### src/rtl/gshare_pkg.sv
// rtl/gshare_pkg.sv - shared counter encodings, default index width and saturating update
package gshare_pkg;

  localparam int IDX_W_DEF = 8;

  localparam logic [1:0] SNT = 2'b00;
  localparam logic [1:0] WNT = 2'b01;
  localparam logic [1:0] WT  = 2'b10;
  localparam logic [1:0] ST  = 2'b11;

  function automatic logic [1:0] sat_next(input logic [1:0] cnt, input logic taken);
    logic [1:0] nxt;
    nxt = cnt;
    if (taken) begin
      if (cnt != ST) nxt = cnt + 2'd1;
    end else begin
      if (cnt != SNT) nxt = cnt - 2'd1;
    end
    return nxt;
  endfunction

endpackage

### src/rtl/gshare_predictor_if.sv
// rtl/gshare_predictor_if.sv - decode/execute predictor signal bundle with master and slave views
interface gshare_predictor_if #(
  parameter int IDX_W = gshare_pkg::IDX_W_DEF
);
  logic [31:0]      D_PC_cur;
  logic             D_branch;
  logic             D_fire;
  logic             D_predict;
  logic [IDX_W-1:0] D_addr_PHT;
  logic             E_branch;
  logic             E_predict;
  logic [IDX_W-1:0] E_addr_PHT;
  logic             E_taken;
  logic             E_mispredict;

  modport master (
    output D_PC_cur, D_branch, D_fire, E_branch, E_predict, E_addr_PHT, E_taken,
    input  D_predict, D_addr_PHT, E_mispredict
  );

  modport slave (
    input  D_PC_cur, D_branch, D_fire, E_branch, E_predict, E_addr_PHT, E_taken,
    output D_predict, D_addr_PHT, E_mispredict
  );
endinterface

### src/rtl/gshare_predictor_pht_array.sv
// rtl/gshare_predictor_pht_array.sv - 2-bit counter table, async read, sync saturating write
// Optional write-to-read bypass on index collision under GSHARE_PHT_BYPASS_EN.
module pht_array
  import gshare_pkg::*;
#(
  parameter int         IDX_W    = IDX_W_DEF,
  parameter logic [1:0] CNT_INIT = WNT
) (
  input  logic             clk,
  input  logic             rst_n,
  input  logic [IDX_W-1:0] rd_idx,
  output logic             rd_taken,
  input  logic             wr_en,
  input  logic [IDX_W-1:0] wr_idx,
  input  logic             wr_taken
);
  localparam int DEPTH = 1 << IDX_W;

  logic [1:0] pht_q [DEPTH];
  logic [1:0] pht_d [DEPTH];

  always_comb begin
    pht_d = pht_q;
    if (wr_en) pht_d[wr_idx] = sat_next(pht_q[wr_idx], wr_taken);
  end

  // pht_d differs from pht_q only at wr_idx, so reading it is exactly the collision bypass
`ifdef GSHARE_PHT_BYPASS_EN
  assign rd_taken = pht_d[rd_idx][1];
`else
  assign rd_taken = pht_q[rd_idx][1];
`endif

  always_ff @(posedge clk or negedge rst_n) begin
    if (!rst_n) begin
      for (int i = 0; i < DEPTH; i++) pht_q[i] <= CNT_INIT;
    end else begin
      pht_q <= pht_d;
    end
  end

endmodule

### src/rtl/gshare_predictor.sv
// rtl/gshare_predictor.sv - gshare direction predictor: speculative/architectural GHR and mispredict flag
// Collision bypass selectable with GSHARE_PHT_BYPASS_EN (default: no bypass).
module gshare_predictor
  import gshare_pkg::*;
#(
  parameter int         IDX_W    = IDX_W_DEF,
  parameter logic [1:0] CNT_INIT = WNT
) (
  input logic              clk,
  input logic              rst_n,
  gshare_predictor_if.slave bp
);
  logic [IDX_W-1:0] ghr_spec_q, ghr_spec_d;
  logic [IDX_W-1:0] ghr_arch_q, ghr_arch_d;
  logic [IDX_W-1:0] idx;
  logic             rd_taken;
  logic             mispredict;
  logic             unused_pc;

  assign unused_pc  = ^{bp.D_PC_cur[31:IDX_W+2], bp.D_PC_cur[1:0]};
  assign idx        = bp.D_PC_cur[IDX_W+1:2] ^ ghr_spec_q;
  assign mispredict = bp.E_branch & (bp.E_taken != bp.E_predict);

  assign bp.D_addr_PHT   = idx;
  assign bp.D_predict    = rd_taken;
  assign bp.E_mispredict = mispredict;

  pht_array #(
    .IDX_W    (IDX_W),
    .CNT_INIT (CNT_INIT)
  ) u_pht (
    .clk      (clk),
    .rst_n    (rst_n),
    .rd_idx   (idx),
    .rd_taken (rd_taken),
    .wr_en    (bp.E_branch),
    .wr_idx   (bp.E_addr_PHT),
    .wr_taken (bp.E_taken)
  );

  // A mispredict squashes the decode instruction, so its history shift must not land
  always_comb begin
    ghr_spec_d = ghr_spec_q;
    ghr_arch_d = ghr_arch_q;
    if (bp.E_branch) ghr_arch_d = {ghr_arch_q[IDX_W-2:0], bp.E_taken};
    if (mispredict) begin
      ghr_spec_d = {ghr_arch_q[IDX_W-2:0], bp.E_taken};
    end else if (bp.D_fire && bp.D_branch) begin
      ghr_spec_d = {ghr_spec_q[IDX_W-2:0], rd_taken};
    end
  end

  always_ff @(posedge clk or negedge rst_n) begin
    if (!rst_n) begin
      ghr_spec_q <= '0;
      ghr_arch_q <= '0;
    end else begin
      ghr_spec_q <= ghr_spec_d;
      ghr_arch_q <= ghr_arch_d;
    end
  end

endmodule

### src/flat_wrapper.sv
// flat-port wrapper written by rule: the top's interface ports become plain ports
module gshare_predictor_flat import gshare_pkg::*;
#(
  parameter int         IDX_W    = IDX_W_DEF,
  parameter logic [1:0] CNT_INIT = WNT
)
  (clk, rst_n, bp_D_PC_cur, bp_D_branch, bp_D_fire, bp_E_branch, bp_E_predict, bp_E_addr_PHT, bp_E_taken, bp_D_predict, bp_D_addr_PHT, bp_E_mispredict);
  gshare_predictor_if #(.IDX_W(IDX_W)) bp_i ();
  input logic clk;
  input logic rst_n;
  input wire logic [$bits(bp_i.D_PC_cur)-1:0] bp_D_PC_cur;
  input wire logic [$bits(bp_i.D_branch)-1:0] bp_D_branch;
  input wire logic [$bits(bp_i.D_fire)-1:0] bp_D_fire;
  input wire logic [$bits(bp_i.E_branch)-1:0] bp_E_branch;
  input wire logic [$bits(bp_i.E_predict)-1:0] bp_E_predict;
  input wire logic [$bits(bp_i.E_addr_PHT)-1:0] bp_E_addr_PHT;
  input wire logic [$bits(bp_i.E_taken)-1:0] bp_E_taken;
  output wire logic [$bits(bp_i.D_predict)-1:0] bp_D_predict;
  output wire logic [$bits(bp_i.D_addr_PHT)-1:0] bp_D_addr_PHT;
  output wire logic [$bits(bp_i.E_mispredict)-1:0] bp_E_mispredict;
  assign bp_i.D_PC_cur = bp_D_PC_cur;
  assign bp_i.D_branch = bp_D_branch;
  assign bp_i.D_fire = bp_D_fire;
  assign bp_i.E_branch = bp_E_branch;
  assign bp_i.E_predict = bp_E_predict;
  assign bp_i.E_addr_PHT = bp_E_addr_PHT;
  assign bp_i.E_taken = bp_E_taken;
  assign bp_D_predict = bp_i.D_predict;
  assign bp_D_addr_PHT = bp_i.D_addr_PHT;
  assign bp_E_mispredict = bp_i.E_mispredict;
  gshare_predictor #(.IDX_W(IDX_W), .CNT_INIT(CNT_INIT)) u_core (.clk(clk), .rst_n(rst_n), .bp(bp_i));
endmodule
### config.mk
export PLATFORM = sky130hd
export DESIGN_NAME = gshare_predictor_flat
export DESIGN_NICKNAME = d
export VERILOG_FILES = /design/src/rtl/gshare_pkg.sv /design/src/rtl/gshare_predictor_if.sv /design/src/rtl/gshare_predictor_pht_array.sv /design/src/rtl/gshare_predictor.sv /design/src/flat_wrapper.sv
export SDC_FILE = /design/constraint.sdc
export NUM_CORES = 1
export LEC_CHECK = 0
export ABC_AREA = 1
export CAP_MARGIN = 20
export CORE_ASPECT_RATIO = 1.2
export CORE_MARGIN = 4
export CORE_UTILIZATION = 30
export CTS_CLUSTER_DIAMETER = 100
export DETAILED_ROUTE_END_ITERATION = 6
export GPL_TIMING_DRIVEN = 0
export SETUP_SLACK_MARGIN = 0.1
export SLEW_MARGIN = 20
export SYNTH_ARGS = -nofsm -noshare
export SYNTH_HDL_FRONTEND = slang
export SYNTH_SLANG_ARGS = --single-unit
### constraint.sdc
create_clock -name clk -period 3.4 [get_ports clk]
set_input_delay 0.34 -clock clk [delete_from_list [all_inputs] [get_ports clk]]
set_output_delay 0.34 -clock clk [all_outputs]
set_load 0.02 [all_outputs]
==> results of run 1 <==
cell usage in the layout (no fill, tap or decap), drive strengths merged, types with 8 or more instances in the layout:
cell           instances
nand2               2388
inv                  528
nand3                472
dfrtp                271
dfstp                256
clkbuf               238
nor2                 194
nor3                 160
buf                  154
o21ai                132
nand4                 48
o211ai                29
clkdlybuf4s50         25
clkinv                21
a21oi                 18
clkinvlp               8
a22oi                  8
critical path, delay by kind of cell:
kind | cells | cell delay, ps
compound gates | 1 | 150
buf+inv | 5 | 2210
simple gates | 11 | 1250
sequential cells by signal, indices dropped and copies added (netlist names):
register	cells
u_core.ghr_spec_q	8
u_core.ghr_arch_q	7
u_core.u_pht.pht_q	512
path summary, 6_finish.rpt:
check                                        start                       to  slack, ps
min in group asynchronous                    rst_n  u_core.u_pht.pht_q[343]        210
setup reg to reg            u_core.u_pht.pht_q[39]  u_core.u_pht.pht_q[381]        220
hold / removal                         bp_E_branch     u_core.ghr_arch_q[6]         60
hold reg to reg            u_core.u_pht.pht_q[108]  u_core.u_pht.pht_q[108]        460
setup / recovery                  bp_E_addr_PHT[1]  u_core.u_pht.pht_q[357]        0.1
max in group asynchronous                    rst_n  u_core.u_pht.pht_q[200]       1790
per-layer routing:
metal / global-route usage, % / vias to the layer above
li1: - / 15020
met1: 38.10 / 16420
met2: 45.62 / 2201
met3: 5.908 / 660
met4: 22.49 / 6
met5: 0 / -
cells by family (layout without fill, tap and decap cells):
kind of cell,after synthesis,after routing
other,0,4
flip-flops,527,527
XOR/XNOR,8,8
buffers and inverters,797,981
AO/OA/AOI/OAI,194,194
AND/OR/NAND/NOR,3263,3263
area by class of cell:
class                   count  area, sq um
clock buffers              86         1655
multi-input cells        3465        14760
diodes                      4        10.01
clock inverters            21        180.2
well taps                1375         1720
fillers                 11200        66030
inverters                 539         2068
repair buffers             77        994.7
flip-flops and latches    527        13510
plain buffers             258         2054
power groups by stage:
stage / registers [mW] / clock network, mW / logic, mW
6_report: 6.72 / 6.36 / 4.53
3_5_place_dp: 6.80 / 0 / 3.57
5_1_grt: 6.73 / 6.65 / 4.54
3_3_place_gp: 6.80 / 0 / 3.51
4_1_cts: 6.71 / 6.41 / 4.16
2_1_floorplan: 6.76 / 0 / 1.64
synth_stat cells:
master,count,share of area [%]
a22oi_1,8,0.19
a21oi_1,18,0.29
dfrtp_1,271,22
nor3_1,160,2.6
nand3_1,472,7.6
buf_4,15,0.36
nand4_1,48,0.97
dfstp_2,256,22
or2_2,1,0.020
nand2_1,2387,29
buf_1,21,0.25
inv_2,3,0.036
o22ai_1,1,0.020
o21ai_1,17,0.27
nand2_4,1,0.036
xnor2_1,7,0.20
buf_6,11,0.40
o21ai_0,115,1.9
nor2_1,193,2.3
o221ai_1,5,0.14
buf_2,77,1.2
clkbuf_1,134,1.6
nor2_4,1,0.036
xor2_1,1,0.028
clkinv_1,11,0.13
inv_1,525,6.3
o211ai_1,29,0.70
o21bai_1,1,0.024
per-stage QoR:
stage          total power, mW  util, %  instance area [sq um]  hold WS [ps]
6_report                 17.62    35.88                  36950         61.57
4_1_cts                  17.28    35.62                  36680         47.47
5_1_grt                  17.92    35.87                  36940         121.5
3_5_place_dp             10.37    32.56                  33520         311.0
2_1_floorplan            8.395        -                  31070         44.41
3_3_place_gp             10.30    32.13                  33090         454.4
repair_timing:
action                                  4_1_cts  5_1_grt
buffers inserted                             20        3
gates cloned                                  4        4
gates resized for setup                     302       70
hold buffers                                  1        0
endpoints found under the hold margin        52        0
pin swaps                                    17       15
endpoints found under the setup margin      520      417
==> metrics.txt, run 1 <==
Post-Syn Instances=4789; Net count, final=4972; layout cell share with drive strength beyond 1=13.77%; synthesis-to-layout area growth=18.93%; WL met3=17720 um; 1st-pass router iterations=7; status=complete, no violations; Max-slew headroom=10.50%; Worst EP required=3990 ps; fin. max-slew vios=0; post-synthesis simple-gate area fraction=42.41%; CTS Root Cell=clkbuf_16; initial antenna violation count=8; Startpoint Class=primary input; Critical Path Max Stage Delay=1000 ps; Fin Setup TNS=0 ps; Slowest-stage cell, CP=clkbuf_1; Seq/Total Area, Yosys=43.48%; CTS clk-pin slew, worst paths=60 ps; Total GRT Usage=30.17%; syn nets=4836; Detailed Place HPWL=118700 um; FF-to-FF path depth=16; worst hold path depth=3; initial DRC count=4715; Fin. Hold Viols=0; gr ovfl total=0; Die Y=360.5 um; kind of critical path=in2reg; sequential share of power=38.1%; Cell variety after synth=28; power per standard cell area=476.8 nW/um^2; TritonCTS clock tree=built; post-detailed-route count of antenna-violating nets=0; ratio of final minimum period to clock period=100.0%; total clock sinks=527; first-pass GRT wire length=233400 um; xor/xnor cell area share of the yosys netlist=0.2255%; multiplexer share of the synthesized area=0%; number of synthesized register bits=527; # rows=129; max_cap viols=0; Worst Max-Slew Pin Slew=1343 ps; routed wire length=170200 um; Die Span X=301.8 um; Post-Route M1 WL=63940 um; Max Clk Rate=0.2941 GHz; Cells after DPL=6209; GP Congestion=1.068; mapped cell area=31070 sq um; Clock Skews=49.13 ps; Avg Vias per Cell=5.401; largest net degree at the start of global routing=98; Setup violations, final=0; Switching Share=35.23%; vias in the first global route=31610; Period minus WS final=3400 ps; CP Data Arrival Time=3990 ps; drc violations=0; Die ar.=108800 sq um; H-tree depth=2; Clock Path Buffers=3; internal power=11.41 mW; adder-cell area share of the yosys netlist=0%; synthesis warning total=0; Vias=34310; Gate power share=25.7%; largest family of logic cells by synthesized area=simple AND/OR/NAND/NOR gates; port bufs=30; Min-Delay Path Class=in2reg; Sw Pwr=6.206 mW; RSZ-0062 raised after global routing=yes; worst vdd ir=0.3907 mV; drt wl/cell=26.80 um; pre-CTS WS=-2544 ps; Worst path most repeated cell=nand2_1; worst-skew pair later-pin latency=680 ps; TritonCTS buffer count=57; final cell count without fillers=6352; initial core utilization=30.17%; core area=103000 sq um; Leak=17.36 nW; wire length on met2=72690 um; highest routed layer=met5; worst setup margin=0.1097 ps; crit-path cells=buf_4, inv_2, clkbuf_1, nand2_1, nand2_1, nand2_1, nand2_1, o21ai_0, nand2_1, nand2_1, nand2_1, nor2_1, nand3_2, buf_4, clkbuf_1, nand3_1, nand2_1; Clock power frac=36.1%; CP Max Fanout=10; Worst Setup End Kind=flip-flop; Synth Area in Compound Gates=3.496%; syn avg cell area=6.487 sq um; # IOs=57
(Power assumes the default switching activity.)
==> inputs of run 2 (changes only) <==
--- a/config.mk
+++ b/config.mk
@@ -17,4 +17,5 @@
 export SLEW_MARGIN = 20
 export SYNTH_ARGS = -nofsm -noshare
 export SYNTH_HDL_FRONTEND = slang
+export SYNTH_HIERARCHICAL = 1
 export SYNTH_SLANG_ARGS = --single-unit
==> run 2 against run 1 <==
The flow now finishes with violations (DRC, setup timing). Clock power rose by 9.0%. Worst setup slack lost 220 ps. Cell area shrank 1.1%. Non-clock buffer count grew 13. Sequential power is essentially flat. Fmax decreased by 6.2%. Critical path depth decreased by 5. Core utilization up 0.11 points. Cell count fell by 2.5%. Die area down 1.3%. Combinational power up 9.9%. Critical path type is now reg2out. Largest power group is now clock.
==> metrics.txt, run 2 <==
Worst Setup EP=bp_D_predict (was u_core.u_pht.pht_q[357]); vias in the first global route=31030 (was 31610); FF-to-FF path depth=19 (was 16); Clock Path Buffers=3 (unchanged); largest net degree at the start of global routing=97 (was 98); register area=13510 sq um (unchanged); Fin. Hold Viols=0 (unchanged); Detailed Place HPWL=107000 um (was 118700 um); initial DRC count=4803 (was 4715); Worst Max-Slew Pin Slew=1328 ps (was 1343 ps); initial antenna violation count=12 (was 8); Layout fillers=10860 (was 11200); drc violations=12 (was 0); routed wire length=159200 um (was 170200 um); # rows=128 (was 129); Leak=17.31 nW (was 17.36 nW); Die Y=358.1 um (was 360.5 um); RSZ-0062 raised after global routing=yes (unchanged); Total GRT Usage=28.62% (was 30.17%); total power=18.63 mW (was 17.62 mW); pre-CTS WS=-1936 ps (was -2544 ps); Post-synth EDFFs=0 (unchanged); Clock power frac=37.2% (was 36.1%); H-tree depth=2 (unchanged); failing checks=DRC, setup timing; Seq/Total Area, Yosys=44.07% (was 43.48%); critical path startpoint=u_core/ghr_spec_q[0] (was bp_E_addr_PHT[1]); syn avg cell area=6.624 sq um (was 6.487 sq um); largest register by flop count=u_core/u_pht/pht_q (was u_core.u_pht.pht_q); Clock Skews=23.19 ps (was 49.13 ps); Die ar.=107400 sq um (was 108800 sq um); Synth async-reset ratio=100.0% (unchanged); Slowest-stage cell, CP=dfrtp_2 (was clkbuf_1); area occupied by multi-input gates=14620 sq um (was 14760 sq um); Die Span X=299.8 um (was 301.8 um); Buf+Inv Stages, Crit Path=3 (was 5); worst-skew pair later-pin latency=650 ps (was 680 ps); Gate power share=26.8% (was 25.7%); total clock sinks=527 (unchanged); count leader, synth=nand2_1 (unchanged); synthesis warning total=6 (was 0); ratio of final minimum period to clock period=106.6% (was 100.0%); Worst EP required=3060 ps (was 3990 ps); Critical Path Max Stage Delay=440 ps (was 1000 ps); Largest register FFs=512 (unchanged); Min-Delay Path Class=in2async (was in2reg); mapped cell area=30650 sq um (was 31070 sq um); layout cell share with drive strength beyond 1=14.69% (was 13.77%); Sw Pwr=6.403 mW (was 6.206 mW); RR Endpoint=u_core/ghr_spec_q[0] (was u_core.u_pht.pht_q[381]); TritonCTS buffer count=59 (was 57); Reg2Reg Setup Slack=380 ps (was 220 ps); number of synthesized register bits=527 (unchanged); Vias=33450 (was 34310); DP Area=33050 sq um (was 33520 sq um); post-detailed-route count of antenna-violating nets=0 (unchanged); Switching Share=34.38% (was 35.23%); gr ovfl total=0 (unchanged); Fin Setup TNS=-224.8 ps (was 0 ps); stages on the worst setup path=12 (was 17); TritonCTS clock tree=built (unchanged); sequential share of power=36.0% (was 38.1%); post-route cell area=36540 sq um (was 36950 sq um); GP Congestion=1.062 (was 1.068); first-pass GRT wire length=221500 um (was 233400 um); Max-slew headroom=11.44% (was 10.50%); post-synth top area cell=nand2_1 (unchanged); Worst Setup End Kind=primary output (was flip-flop); status=finished, violations left (was complete, no violations); internal power=12.22 mW (was 11.41 mW); crit-path cells=xor2_4, buf_8, clkbuf_4, o21ai_0, o22ai_1, nor2_1, o22ai_1, o21ai_0, o21ai_1, o211ai_1, nand2_2, buf_6 (was buf_4, inv_2, clkbuf_1, nand2_1, nand2_1, nand2_1, nand2_1, o21ai_0, nand2_1, nand2_1, nand2_1, nor2_1, nand3_2, buf_4, clkbuf_1, nand3_1, nand2_1); synth cell count leaders=2243 x nand2_1, 379 x inv_1, 324 x nand3_1 (was 2387 x nand2_1, 525 x inv_1, 472 x nand3_1); 1st-pass router iterations=7 (unchanged); synthesis-to-layout area growth=19.23% (was 18.93%); drt wl/cell=25.70 um (was 26.80 um); port bufs=30 (unchanged); delay-heaviest family, CP=compound AO/OA/AOI/OAI gates (was buffers and inverters); core area=101500 sq um (was 103000 sq um); worst setup margin=-224.8 ps (was 0.1097 ps); top-area cell type share of the netlist area=27.47% (was 28.84%); CTS Root Cell=clkbuf_16 (unchanged); CP Data Arrival Time=3280 ps (was 3990 ps); Avg Vias per Cell=5.401 (about the same); Net count, final=4818 (was 4972); top cells by area, synth=nand2_1 27%, dfrtp_1 22%, dfstp_2 22% (was nand2_1 29%, dfrtp_1 22%, dfstp_2 22%); commonest non-fill, non-tap cell in the layout=nand2_1 (unchanged); fin. max-slew vios=0 (unchanged); initial core utilization=30.19% (was 30.17%); CTS clk-pin slew, worst paths=60 ps (about the same); Startpoint Class=flip-flop (was primary input); CP Max Fanout=10 (unchanged); Max Clk Rate=0.2759 GHz (was 0.2941 GHz); # IOs=57 (unchanged); power per standard cell area=509.7 nW/um^2 (was 476.8 nW/um^2); most frequent cells in the layout=2237 x nand2_1, 373 x inv_1, 316 x nand3_1 (was 2374 x nand2_1, 516 x inv_1, 443 x nand3_1); Setup violations, final=1 (was 0); worst vdd ir=0.3743 mV (was 0.3907 mV); max_cap viols=0 (unchanged); hold_ws=81.58 ps (was 61.57 ps); Post-Syn Instances=4627 (was 4789); kind of critical path=reg2out (was in2reg); R2R Path Start=u_core/ghr_spec_q[0] (was u_core.u_pht.pht_q[39]); Period minus WS final=3625 ps (was 3400 ps); Top FF cell, synth=dfrtp_1 (unchanged); syn nets=4674 (was 4836); Largest regs=u_core/u_pht/pht_q: 512 flops, u_core/ghr_spec_q: 8 flops, u_core/ghr_arch_q: 7 flops (was u_core.u_pht.pht_q: 512 flops, u_core.ghr_spec_q: 8 flops, u_core.ghr_arch_q: 7 flops); Cell variety after synth=32 (was 28)
## run 2: worst min path at each step
stage	slack (ps)	to	startpoint
3_3_place_gp	450	u_core/u_pht/pht_q[308]	u_core/u_pht/pht_q[308]
3_5_place_dp	150	u_core/ghr_arch_q[0]	rst_n
2_1_floorplan	40	u_core/ghr_arch_q[0]	rst_n
4_1_cts	60	u_core/ghr_arch_q[0]	rst_n
6_report	80	u_core/ghr_arch_q[0]	rst_n
5_1_grt	70	u_core/ghr_spec_q[3]	rst_n
## run 2: logic make-up after synthesis
family                    after synthesis  synth area share [%]
muxes                                   1               0.03674
DFF                                   527                 44.07
buffers and inverters                 657                 9.209
AOI/OAI and AO/OA                     340                 6.046
xor gates and xnor gates                8                0.2286
and+or+nand+nor                      3094                 40.41
## run 2: final cells by class
| class | instances | area share [%] |
|---|---|---|
| antenna | 9 | 0.06163 |
| buffer | 265 | 5.478 |
| clock buffer | 85 | 4.834 |
| clock inverter | 24 | 0.8662 |
| inverter | 392 | 4.129 |
| multi-input combinational | 3443 | 40.01 |
| sequential | 527 | 36.97 |
| tap | 1365 | 4.674 |
| timing repair buffer | 83 | 2.979 |
## run 2: power by group through the flow
stage                     combinational, mW  clock [mW]  sequential, mW
after global placement                 3.68           0            6.80
after CTS                              4.50        7.03            6.71
after detailed placement               3.74           0            6.80
after floorplan                        1.78           0            6.76
after global routing                   4.99        7.28            6.73
final                                  4.98        6.93            6.71
## run 2: timing repair
item                                    CTS  global route
buffers inserted                         25             6
hold buffers                              1             0
gates cloned                              6             2
gates resized for setup                 244            68
endpoints found under the hold margin    97             0
endpoints found under the setup margin  514            27
pin swaps                                20            22
## run 2: metal layers
layer,part of all wire [%],track usage (%),vias up
li1,-,-,14710
met5,0.078,0,-
met1,36,34.30,15760
met2,42,43.21,2219
met3,11,7.556,744
met4,11,23.43,16
## run 2: per-stage QoR
stage               utilization [%]  cells
floorplan                         -   4627
global placement              32.16   6022
detailed placement            32.55   6035
CTS                           35.77   6176
global route                  35.97   6186
finish                        35.99   6193
